[src/rtl/servo_pkg.sv]
// Shared defaults and helpers for the servo PWM bank: timing constants,
// frame-counter width derivation and the angle-to-pulse-width mapping.
package servo_pkg;

   localparam int unsigned SERVO_NUM_CH     = 3;
   localparam int unsigned SERVO_ANGLE_W    = 8;
   localparam int unsigned SERVO_ANGLE_MAX  = 180;
   localparam int unsigned SERVO_ANGLE_RST  = 90;
   localparam int unsigned SERVO_PERIOD_CYC = 1000000;
   localparam int unsigned SERVO_PULSE_MIN  = 50000;
   localparam int unsigned SERVO_PULSE_STEP = 278;
   localparam int unsigned SERVO_SLEW_STEP  = 4;

   // One spare bit so pulse widths up to the full period compare without wrap.
   function automatic int unsigned cnt_width(input int unsigned period);
      return unsigned'($clog2(period)) + 1;
   endfunction

   function automatic int unsigned angle_to_cycles(input int unsigned angle,
                                                   input int unsigned pulse_min,
                                                   input int unsigned pulse_step);
      return pulse_min + angle * pulse_step;
   endfunction

endpackage

[src/rtl/servo_pwm_ch.sv]
// One servo channel: clamped target register, frame-boundary angle update and
// pulse generation. Define SERVO_SLEW_EN to rate-limit angle changes per frame.
module servo_pwm_ch
   import servo_pkg::*;
#(
   parameter int unsigned ANGLE_W    = SERVO_ANGLE_W,
   parameter int unsigned ANGLE_MAX  = SERVO_ANGLE_MAX,
   parameter int unsigned ANGLE_RST  = SERVO_ANGLE_RST,
   parameter int unsigned PULSE_MIN  = SERVO_PULSE_MIN,
   parameter int unsigned PULSE_STEP = SERVO_PULSE_STEP,
   parameter int unsigned CNT_W      = 21
`ifdef SERVO_SLEW_EN
   ,
   parameter int unsigned SLEW_STEP  = SERVO_SLEW_STEP
`endif
) (
   input  logic               clk_i,
   input  logic               srst_i,
   input  logic               frame_start_i,
   input  logic [CNT_W-1:0]   cnt_next_i,
   input  logic               en_i,
   input  logic               wr_i,
   input  logic [ANGLE_W-1:0] angle_i,
   output logic               pwm_o,
   output logic [ANGLE_W-1:0] cur_o,
   output logic               settled_o
);

   localparam logic [ANGLE_W-1:0] AMAX_C = ANGLE_W'(ANGLE_MAX);
   localparam logic [ANGLE_W-1:0] ARST_C = ANGLE_W'(ANGLE_RST);

   logic [ANGLE_W-1:0] target_q, target_d;
   logic [ANGLE_W-1:0] cur_q, cur_d;
   logic [ANGLE_W-1:0] slewed;
   logic               en_q, en_d;
   logic               pwm_q, pwm_d;
   logic [CNT_W-1:0]   pulse_cyc;

   always_comb begin
      target_d = target_q;
      if (wr_i) begin
         target_d = (angle_i > AMAX_C) ? AMAX_C : angle_i;
      end
   end

`ifdef SERVO_SLEW_EN
   localparam logic [ANGLE_W-1:0] SLEW_C = ANGLE_W'(SLEW_STEP);

   always_comb begin
      slewed = target_q;
      if (target_q > cur_q) begin
         if (target_q - cur_q > SLEW_C) slewed = cur_q + SLEW_C;
      end else if (cur_q - target_q > SLEW_C) begin
         slewed = cur_q - SLEW_C;
      end
   end
`else
   assign slewed = target_q;
`endif

   // The pulse is decided from next-state values so the registered output
   // rises in the same cycle the registered frame_tick does.
   always_comb begin
      en_d      = frame_start_i ? en_i   : en_q;
      cur_d     = frame_start_i ? slewed : cur_q;
      pulse_cyc = CNT_W'(angle_to_cycles(32'(cur_d), PULSE_MIN, PULSE_STEP));
      pwm_d     = en_d && (cnt_next_i < pulse_cyc);
   end

   always_ff @(posedge clk_i) begin
      if (srst_i) begin
         target_q <= ARST_C;
         cur_q    <= ARST_C;
         en_q     <= 1'b0;
         pwm_q    <= 1'b0;
      end else begin
         target_q <= target_d;
         cur_q    <= cur_d;
         en_q     <= en_d;
         pwm_q    <= pwm_d;
      end
   end

   assign pwm_o     = pwm_q;
   assign cur_o     = cur_q;
   assign settled_o = (cur_q == target_q);

endmodule

[src/rtl/servo_pwm_bank.sv]
// Bank of servo PWM channels sharing one frame counter and frame_tick.
// Define SERVO_SLEW_EN to enable per-frame slew limiting in every channel.
module servo_pwm_bank
   import servo_pkg::*;
#(
   parameter int unsigned NUM_CH     = SERVO_NUM_CH,
   parameter int unsigned ANGLE_W    = SERVO_ANGLE_W,
   parameter int unsigned ANGLE_MAX  = SERVO_ANGLE_MAX,
   parameter int unsigned ANGLE_RST  = SERVO_ANGLE_RST,
   parameter int unsigned PERIOD_CYC = SERVO_PERIOD_CYC,
   parameter int unsigned PULSE_MIN  = SERVO_PULSE_MIN,
   parameter int unsigned PULSE_STEP = SERVO_PULSE_STEP,
   parameter int unsigned SLEW_STEP  = SERVO_SLEW_STEP
) (
   input  logic                      clock,
   input  logic                      reset,
   input  logic [NUM_CH-1:0]         ch_en,
   input  logic [NUM_CH-1:0]         angle_wr,
   input  logic [NUM_CH*ANGLE_W-1:0] angle_in,
   output logic [NUM_CH-1:0]         pwm_out,
   output logic                      frame_tick,
   output logic [NUM_CH-1:0]         settled,
   output logic [NUM_CH*ANGLE_W-1:0] cur_angle
);

   localparam int unsigned      CNT_W  = cnt_width(PERIOD_CYC);
   localparam logic [CNT_W-1:0] LAST_C = CNT_W'(PERIOD_CYC - 1);

   if (angle_to_cycles(ANGLE_MAX, PULSE_MIN, PULSE_STEP) >= PERIOD_CYC) begin : g_chk_pulse
      $fatal(1, "servo_pwm_bank: longest pulse does not fit inside the frame");
   end
   if (ANGLE_RST > ANGLE_MAX) begin : g_chk_rst
      $fatal(1, "servo_pwm_bank: reset angle exceeds clamp ceiling");
   end
   if (ANGLE_MAX >= (2 ** ANGLE_W) || SLEW_STEP >= (2 ** ANGLE_W)) begin : g_chk_width
      $fatal(1, "servo_pwm_bank: angle constants do not fit ANGLE_W");
   end

   logic [CNT_W-1:0] cnt_q, cnt_d;
   logic             run_q;
   logic             tick_q;
   logic             frame_start;

   // The first edge after reset is treated as a boundary so the first frame
   // (and its tick) begins one cycle after release.
   always_comb begin
      frame_start = !run_q || (cnt_q == LAST_C);
      cnt_d       = frame_start ? '0 : cnt_q + CNT_W'(1);
   end

   always_ff @(posedge clock) begin
      if (reset) begin
         cnt_q  <= '0;
         run_q  <= 1'b0;
         tick_q <= 1'b0;
      end else begin
         cnt_q  <= cnt_d;
         run_q  <= 1'b1;
         tick_q <= frame_start;
      end
   end

   assign frame_tick = tick_q;

   for (genvar gi = 0; gi < NUM_CH; gi++) begin : g_ch
      servo_pwm_ch #(
         .ANGLE_W    (ANGLE_W),
         .ANGLE_MAX  (ANGLE_MAX),
         .ANGLE_RST  (ANGLE_RST),
         .PULSE_MIN  (PULSE_MIN),
         .PULSE_STEP (PULSE_STEP),
         .CNT_W      (CNT_W)
`ifdef SERVO_SLEW_EN
         ,
         .SLEW_STEP  (SLEW_STEP)
`endif
      ) u_ch (
         .clk_i         (clock),
         .srst_i        (reset),
         .frame_start_i (frame_start),
         .cnt_next_i    (cnt_d),
         .en_i          (ch_en[gi]),
         .wr_i          (angle_wr[gi]),
         .angle_i       (angle_in[gi*ANGLE_W +: ANGLE_W]),
         .pwm_o         (pwm_out[gi]),
         .cur_o         (cur_angle[gi*ANGLE_W +: ANGLE_W]),
         .settled_o     (settled[gi])
      );
   end

endmodule
[config.mk]
export PLATFORM = sky130hd
export DESIGN_NAME = servo_pwm_bank
export DESIGN_NICKNAME = d
export VERILOG_FILES = /design/src/rtl/servo_pkg.sv /design/src/rtl/servo_pwm_ch.sv /design/src/rtl/servo_pwm_bank.sv
export SDC_FILE = /design/constraint.sdc
export NUM_CORES = 1
export LEC_CHECK = 0
export BUFFER_PORTS_ARGS = -buffer_cell sky130_fd_sc_hd__buf_2
export CORE_UTILIZATION = 60
export CTS_CLUSTER_DIAMETER = 80
export DETAILED_ROUTE_END_ITERATION = 8
export GPL_TIMING_DRIVEN = 0
export PLACE_DENSITY = 0.8
export SYNTH_ARGS = -nofsm -noshare
export SYNTH_HDL_FRONTEND = slang
export SYNTH_SLANG_ARGS = --single-unit
[constraint.sdc]
create_clock -name clock -period 9 [get_ports clock]
set_input_delay 1.8 -clock clock [delete_from_list [all_inputs] [get_ports clock]]
set_output_delay 1.8 -clock clock [all_outputs]
set_load 0.1 [all_outputs]
=== Yosys cells after proc, flatten, opt, wreduce, memory -nomap -nowiden ===
Cells that the tools add are included.

* Equality and inequality tests: 4
* Magnitude comparators: 6
* $mul: 3
* Reduce and logical (&&, ||, !) cells: 5
* Mux-type cells: 11
* $add $sub $neg: 4

{| class="wikitable"
|+ Operators with widths
! cell !! number
|-
| $lt 21x21->1 || 3
|-
| $add 16x17->18 const A || 3
|-
| $mul 8x8->16 const B || 3
|-
| $mux 8 || 6
|-
| $eq 8x8->1 || 3
|-
| $gt 8x8->1 const B || 3
|-
| $add 21x1->21 const B || 1
|-
| $eq 21x20->1 const B || 1
|-
| $mux 21 || 1
|-
| $mux 1 || 4
|-
| $logic_and 1x1->1 || 3
|-
| $logic_not 1->1 || 1
|-
| $logic_or 1x1->1 || 1
|}

* Bits of input ports: 32
* Register bits: 77
* Word-level logic and storage cells: 48
* Output and inout port bits: 31

=== Depth between registers and ports, before layout ===
* Depth in word-level cells: 7
* Mapped depth: 32

=== Cells and area by module ===
From an unflattened synthesis, not the netlist that was laid out.

* Cells, all modules: 988
* Area total of the unflattened synthesis: 8640.8 µm²

{| class="wikitable"
|+ Modules (own cells, without submodules)
! module !! area each (µm²) !! times used !! cells an instance !! seq. area each (µm²)
|-
| servo_pwm_ch at g_ch[2].u_ch || 2553.7 || 1 || 285 || 360.3
|-
| servo_pwm_ch at g_ch[0].u_ch || 2449.8 || 1 || 280 || 360.3
|-
| servo_pwm_ch at g_ch[1].u_ch || 2439.8 || 1 || 279 || 360.3
|-
| servo_pwm_bank || 1197.4 || 1 || 144 || 460.4
|}

=== Least setup slack after synthesis ===
No wires, ideal clock.

* Path kind: reg2reg
* From: register cnt_q[0]
* To: register g_ch[1].u_ch.pwm_q
* Arrival time: 7.027 ns
* Setup time: 0.103 ns
* Setup slack: 1.870 ns
* Buffers on the path: 4
* Period minus slack after synthesis: 7.130 ns
* Data required time: 8.897 ns
* Cell stages (with the launch flop): 30
* Cell sequence: dfxtp_1 ha_1 nand3_1 or2_1 buf_2 o31ai_4 buf_2 buf_2 mux2i_1 inv_1 ha_1 inv_1 fa_1 fa_1 inv_1 ha_1 clkbuf_1 o2111ai_1 and3b_1 o221a_2 a21o_1 nor4_1 xnor2_1 ha_1 a21o_1 a21o_1 a21oi_1 inv_1 a2111o_1 a2111oi_2

* Word-level cells in the longest chain between the ends: 7
* Elaborated cells between the ends (all ways): 10
* Classes of those cells: add/sub: 2; mul: 1; order compare: 1; eq/ne: 1; mux: 3; reduce/logical: 2

{| class="wikitable"
|+ RTL lines
! what !! line !! RTL
|-
| start, declared || servo_pwm_bank.sv:39 || <nowiki>logic [CNT_W-1:0] cnt_q, cnt_d;</nowiki>
|-
| start signal, assigned || servo_pwm_bank.sv:57 || <nowiki>cnt_q <= cnt_d;</nowiki>
|-
| $eq 21x20->1 || servo_pwm_bank.sv:47 || <nowiki>frame_start = !run_q || (cnt_q == LAST_C);</nowiki>
|-
| $logic_or 1x1->1 || servo_pwm_bank.sv:47 ||
|-
| $mux 8 || servo_pwm_ch.sv:65 || <nowiki>cur_d = frame_start_i ? slewed : cur_q;</nowiki>
|-
| $mul 8x8->16 || servo_pkg.sv:22 || <nowiki>return pulse_min + angle * pulse_step;</nowiki>
|-
| $add 16x17->18 || servo_pkg.sv:22 ||
|-
| $lt 21x21->1 || servo_pwm_ch.sv:67 || <nowiki>pwm_d = en_d && (cnt_next_i < pulse_cyc);</nowiki>
|-
| $logic_and 1x1->1 * || servo_pwm_ch.sv:67 ||
|-
| end signal, assigned || servo_pwm_ch.sv:80 || <nowiki>pwm_q <= pwm_d;</nowiki>
|-
| end, declared || servo_pwm_ch.sv:36 || <nowiki>logic pwm_q, pwm_d;</nowiki>
|}

Mark *: on every way between the ends. The rest lies on a longest branch, timed or not.
A chain may end at the register's enable or synchronous reset.

=== Final worst setup path ===
* From: register cnt_q[0]
* To: register g_ch[0].u_ch.pwm_q

* Word-level cells in the longest chain between the ends: 7
* Elaborated cells between the ends (all ways): 10
* Classes of those cells: add/sub: 2; mul: 1; order compare: 1; eq/ne: 1; mux: 3; reduce/logical: 2

{| class="wikitable"
|+ RTL lines
! what !! line
|-
| $eq 21x20->1 || servo_pwm_bank.sv:47
|-
| $logic_or 1x1->1 || servo_pwm_bank.sv:47
|-
| $mux 8 || servo_pwm_ch.sv:65
|-
| $mul 8x8->16 || servo_pkg.sv:22
|-
| $add 16x17->18 || servo_pkg.sv:22
|-
| $lt 21x21->1 || servo_pwm_ch.sv:67
|-
| $logic_and 1x1->1 * || servo_pwm_ch.sv:67
|-
| end signal, assigned || servo_pwm_ch.sv:80
|-
| end, declared || servo_pwm_ch.sv:36
|}

Marked as above.

==> reports/summary.md <==
The via count of the first global-routing pass is 6,923. The longest clock path from root to sink contains 2 buffers. When the netlist entered floorplanning its net count stood at 1,206. The global-route wire length before repair came out at 33.00 mm. The design draws 2.125 mW. The area growth from synthesis to layout works out to 9.871%. The critical path data required time is 9270 ps.

The number of max-cap violations was 0; the y dimension of the die was 120.8 um. The number of buffers and inverters on the critical path is 6. The multi-input combinational cells in the finished layout cover a total of 0.006342 mm^2. For the worst-skew pair, the clock arrives at the later sink with an insertion delay of 350 ps.

For this run, design rule violations remaining after detail routing come to 0. The run gives 0 as the number of antenna cells inserted. The number of I/O pins is 63. For the leftover overflow at the end of global routing, the log shows 0. The H-tree was split into 3 levels. For the tightest slew margin relative to the limit, the log shows 0.3480. Counting the buffers created by CTS gives 9.

The termination of the worst setup path was g_ch[0].u_ch.pwm_o. Entering global routing, the biggest net connects 14 pins. For the worst setup path, the data arrival time is 8670 ps. The critical path crosses 31 cells after its start point. TritonCTS built the clock tree. Summing all flip-flop and latch instances after layout gives 0.001541 mm^2. The floorplan has 43 rows. Dividing the detail-routed wire length by the instance count gives 16.33 um. Number of nets at the end of the flow: 1,275. At the end of routability-driven placement, the weighted congestion stood at 0.8937. The worst setup path is launched from a flop. The initial core utilization was 0.6123. Area share of the largest cell type after synthesis: 0.2231. The most used flip-flop cell after synthesis is sky130_fd_sc_hd__dfxtp_1. The tools report the post-layout utilization of the core as 0.6728. In this design, the critical path's most frequently occurring cell is sky130_fd_sc_hd__ha_1. The run gives 0.1821 as the share of synthesized area occupied by flip-flops and latches.

The shortest period the worst path allows came out at 8397 ps. The total area inside the core boundary comes to 0.01383 mm^2. The number of distinct standard cells referenced by the synthesized netlist came out at 74.

The tools report the number of endpoints failing setup at the final stage as 0. Number of antenna violations at the first check in global routing: 0. Setup repair after global routing left no endpoint under its margin. In this run the cell area of the synthesized design comes to 0.008467 mm^2. The number of DRC violations after detailed-routing iteration 0 was 593.

In this run the critical register-to-register path is captured at g_ch[0].u_ch.pwm_o. The maximum fanout along the worst path came out at 10. The number of synthesized flops with an enable pin is 0, and the reported leakage power is 4.550 nW. The most common cell in the synthesized netlist is sky130_fd_sc_hd__ha_1. The synthesized flop and latch total was 77; the share of the clock period used by the worst path after layout was 0.9330. In this run the remaining antenna-violating nets after routing total 0. Using the TritonRoute via totals, the vias-per-cell ratio works out to 5.943. Summed over all nets, the half-perimeter wirelength after detailed placement is 15.94 mm. The slew at the pin closest to its max-slew limit was 969.0 ps; the power per unit of standard cell area was 228.5 mW/mm^2. Layout cell share with drive strength beyond 1: 0.1171. The category of the worst setup path capture point is a flop.

The sum of negative setup slack was 0 ps. For the worst flop-to-flop path, the logic depth is 31. The tools report the synthesis warning total as 0. The flow ran to the end, and the final reports show no timing, DRC or antenna violations. After synthesis, the mean cell area works out to 8.450 um^2. Number of buffers inserted by hold repair at cts: 0.

CTS saw 77 sinks. The worst stage delay on the critical path works out to 610 ps. For flop-to-flop paths, the worst setup slack is 600 ps. Biggest area consumer among synthesized cells: sky130_fd_sc_hd__ha_1. The die outline area is 0.01459 mm^2.

The worst-case IR drop observed on VDD is 147.5 uV. Category of the critical setup timing path: reg -> reg. The tools report the max-slew violation total from the final report as 0.

The commonest cells after synthesis are 151 x sky130_fd_sc_hd__ha_1, 118 x sky130_fd_sc_hd__inv_1, 78 x sky130_fd_sc_hd__nor2_1, 77 x sky130_fd_sc_hd__dfxtp_1, 66 x sky130_fd_sc_hd__xnor2_1. The count of port buffers added during placement was 58. The min-delay analysis places its worst path in the category reg -> reg. The detailed router placed 7,464 vias in this run. Before CTS, the worst setup slack after placement is 373.0 ps. The cell count after synthesis came out at 1,002. The slowest stage of the critical path is the sky130_fd_sc_hd__o31ai_4 cell. The run gives 7 as the number of detailed-route iterations in the first pass. The tools report the filler cell count as 1,140. The clock edge transition at the registers on the reported setup and hold paths came out at 60 ps.

The tools report the startpoint of the lowest-slack register-to-register path as cnt_q[0]. The global-route total usage across every layer is 0.2890. The final worst-path setup slack was 602.9 ps; the die extent in x was 120.8 um. Across the routed clock network, the largest skew measured is 7.410 ps.

The cell sitting at the root of the clock tree is a sky130_fd_sc_hd__clkbuf_16. The hold violation count in the final report came out at 0. The tools report the aggregate routed wire length as 20.51 mm.

The launch point of the critical path is cnt_q[0]. For this run, the top clock speed supported by timing is 119.1 MHz. Kind of cell adding the most delay to the critical path: compound AO/OA/AOI/OAI gates. By area the synthesized netlist is led by sky130_fd_sc_hd__ha_1 22%, sky130_fd_sc_hd__dfxtp_1 18%, sky130_fd_sc_hd__xnor2_1 6.8%. The proportion of register bits with asynchronous set or reset after synthesis was 0.
[worst min-delay path by stage]
| stage | from | to | cells after the start |
|---|---|---|---|
| 6_report | cnt_q[0] | cnt_q[0] | 1 |
| 5_1_grt | cnt_q[0] | cnt_q[0] | 1 |
| 4_1_cts | cnt_q[0] | cnt_q[0] | 1 |
| 2_1_floorplan | cnt_q[0] | cnt_q[0] | 1 |
| 3_3_place_gp | cnt_q[0] | cnt_q[0] | 1 |
| 3_5_place_dp | cnt_q[0] | cnt_q[0] | 1 |
[cells by family after synthesis]
logic type	count (synthesis)	share of synthesized area
compound gates	198	0.1667
xor+xnor	97	0.1003
simple gates	271	0.1609
flops	77	0.1821
fa+ha+maj	175	0.2763
mux	33	0.04241
buf+inv	151	0.07123
[layer usage]
metal  routed length [um]  vias to the layer above  global-route usage
met4                  599                        0              0.1204
met2                 9641                      243              0.4910
met1                 9201                     3494              0.3725
met5                    0                        -                   0
li1                     -                     3686                   -
met3                 1064                       41             0.02925
[cell type report]
cell class | instances | share of cell area
multi-input cells | 774 | 0.6818
flip-flops and latches | 77 | 0.1657
inverters | 121 | 0.04882
repair buffers | 58 | 0.03120
clock buffers | 10 | 0.02569
well taps | 180 | 0.02421
plain buffers | 30 | 0.01601
clock inverters | 6 | 0.006590
[repair_timing]
action                                  4_1_cts  5_1_grt
gates resized for setup                       0        4
buffers inserted                              0        0
endpoints found under the setup margin        0        2
[registers in the layout, indices dropped and copies added, names as in the netlist]
| name | cells |
|---|---|
| cnt_q | 21 |
| g_ch.u_ch.pwm_o | 3 |
| g_ch.u_ch.en_q | 3 |
| g_ch.u_ch.slewed | 24 |
| frame_tick | 1 |
| run_q | 1 |
| g_ch.u_ch.cur_o | 24 |
[through the flow]
step | cell area [um^2] | std cells | hold WS (ps)
final | 9303 | 1256 | 461.5
after detailed placement | 8982 | 1240 | 457.4
after floorplan | 8467 | 1002 | 417.9
after CTS | 9283 | 1256 | 467.9
after global placement | 8982 | 1240 | 430.9
after global routing | 9303 | 1256 | 487.4
[power by group]
| part | leakage [nW] | total (mW) | switching, mW | internal, mW |
|---|---|---|---|---|
| Sequential | 0.631 | 0.369 | 0.0137 | 0.355 |
| Combinational | 3.77 | 1.38 | 0.803 | 0.580 |
| Clock | 0.149 | 0.373 | 0.152 | 0.222 |
| Total | 4.55 | 2.13 | 0.968 | 1.16 |
[cell usage in the layout (no fill, tap or decap), types with 5 or more instances in the layout]
| cell type | count |
|---|---|
| sky130_fd_sc_hd__xor2_1 | 31 |
| sky130_fd_sc_hd__mux2i_1 | 12 |
| sky130_fd_sc_hd__and3_1 | 6 |
| sky130_fd_sc_hd__nor2b_1 | 9 |
| sky130_fd_sc_hd__o221a_2 | 7 |
| sky130_fd_sc_hd__mux2_2 | 19 |
| sky130_fd_sc_hd__o21a_1 | 12 |
| sky130_fd_sc_hd__a21o_1 | 27 |
| sky130_fd_sc_hd__fa_1 | 21 |
| sky130_fd_sc_hd__nand3_1 | 16 |
| sky130_fd_sc_hd__buf_2 | 63 |
| sky130_fd_sc_hd__nand4_1 | 21 |
| sky130_fd_sc_hd__inv_1 | 118 |
| sky130_fd_sc_hd__o31ai_1 | 5 |
| sky130_fd_sc_hd__dfxtp_1 | 77 |
| sky130_fd_sc_hd__nand2b_1 | 12 |
| sky130_fd_sc_hd__xnor2_1 | 66 |
| sky130_fd_sc_hd__buf_4 | 6 |
| sky130_fd_sc_hd__and2_1 | 20 |
| sky130_fd_sc_hd__o21ai_0 | 40 |
| sky130_fd_sc_hd__clkbuf_16 | 9 |
| sky130_fd_sc_hd__a21oi_1 | 32 |
| sky130_fd_sc_hd__ha_1 | 151 |
| sky130_fd_sc_hd__nand2_1 | 45 |
| sky130_fd_sc_hd__a31oi_1 | 6 |
| sky130_fd_sc_hd__a211o_1 | 8 |
| sky130_fd_sc_hd__or3_1 | 10 |
| sky130_fd_sc_hd__nor3_1 | 33 |
| sky130_fd_sc_hd__clkbuf_1 | 14 |
| sky130_fd_sc_hd__nor2_1 | 78 |
| sky130_fd_sc_hd__a211oi_1 | 9 |
Note: power is estimated with default switching activity, not from simulation.
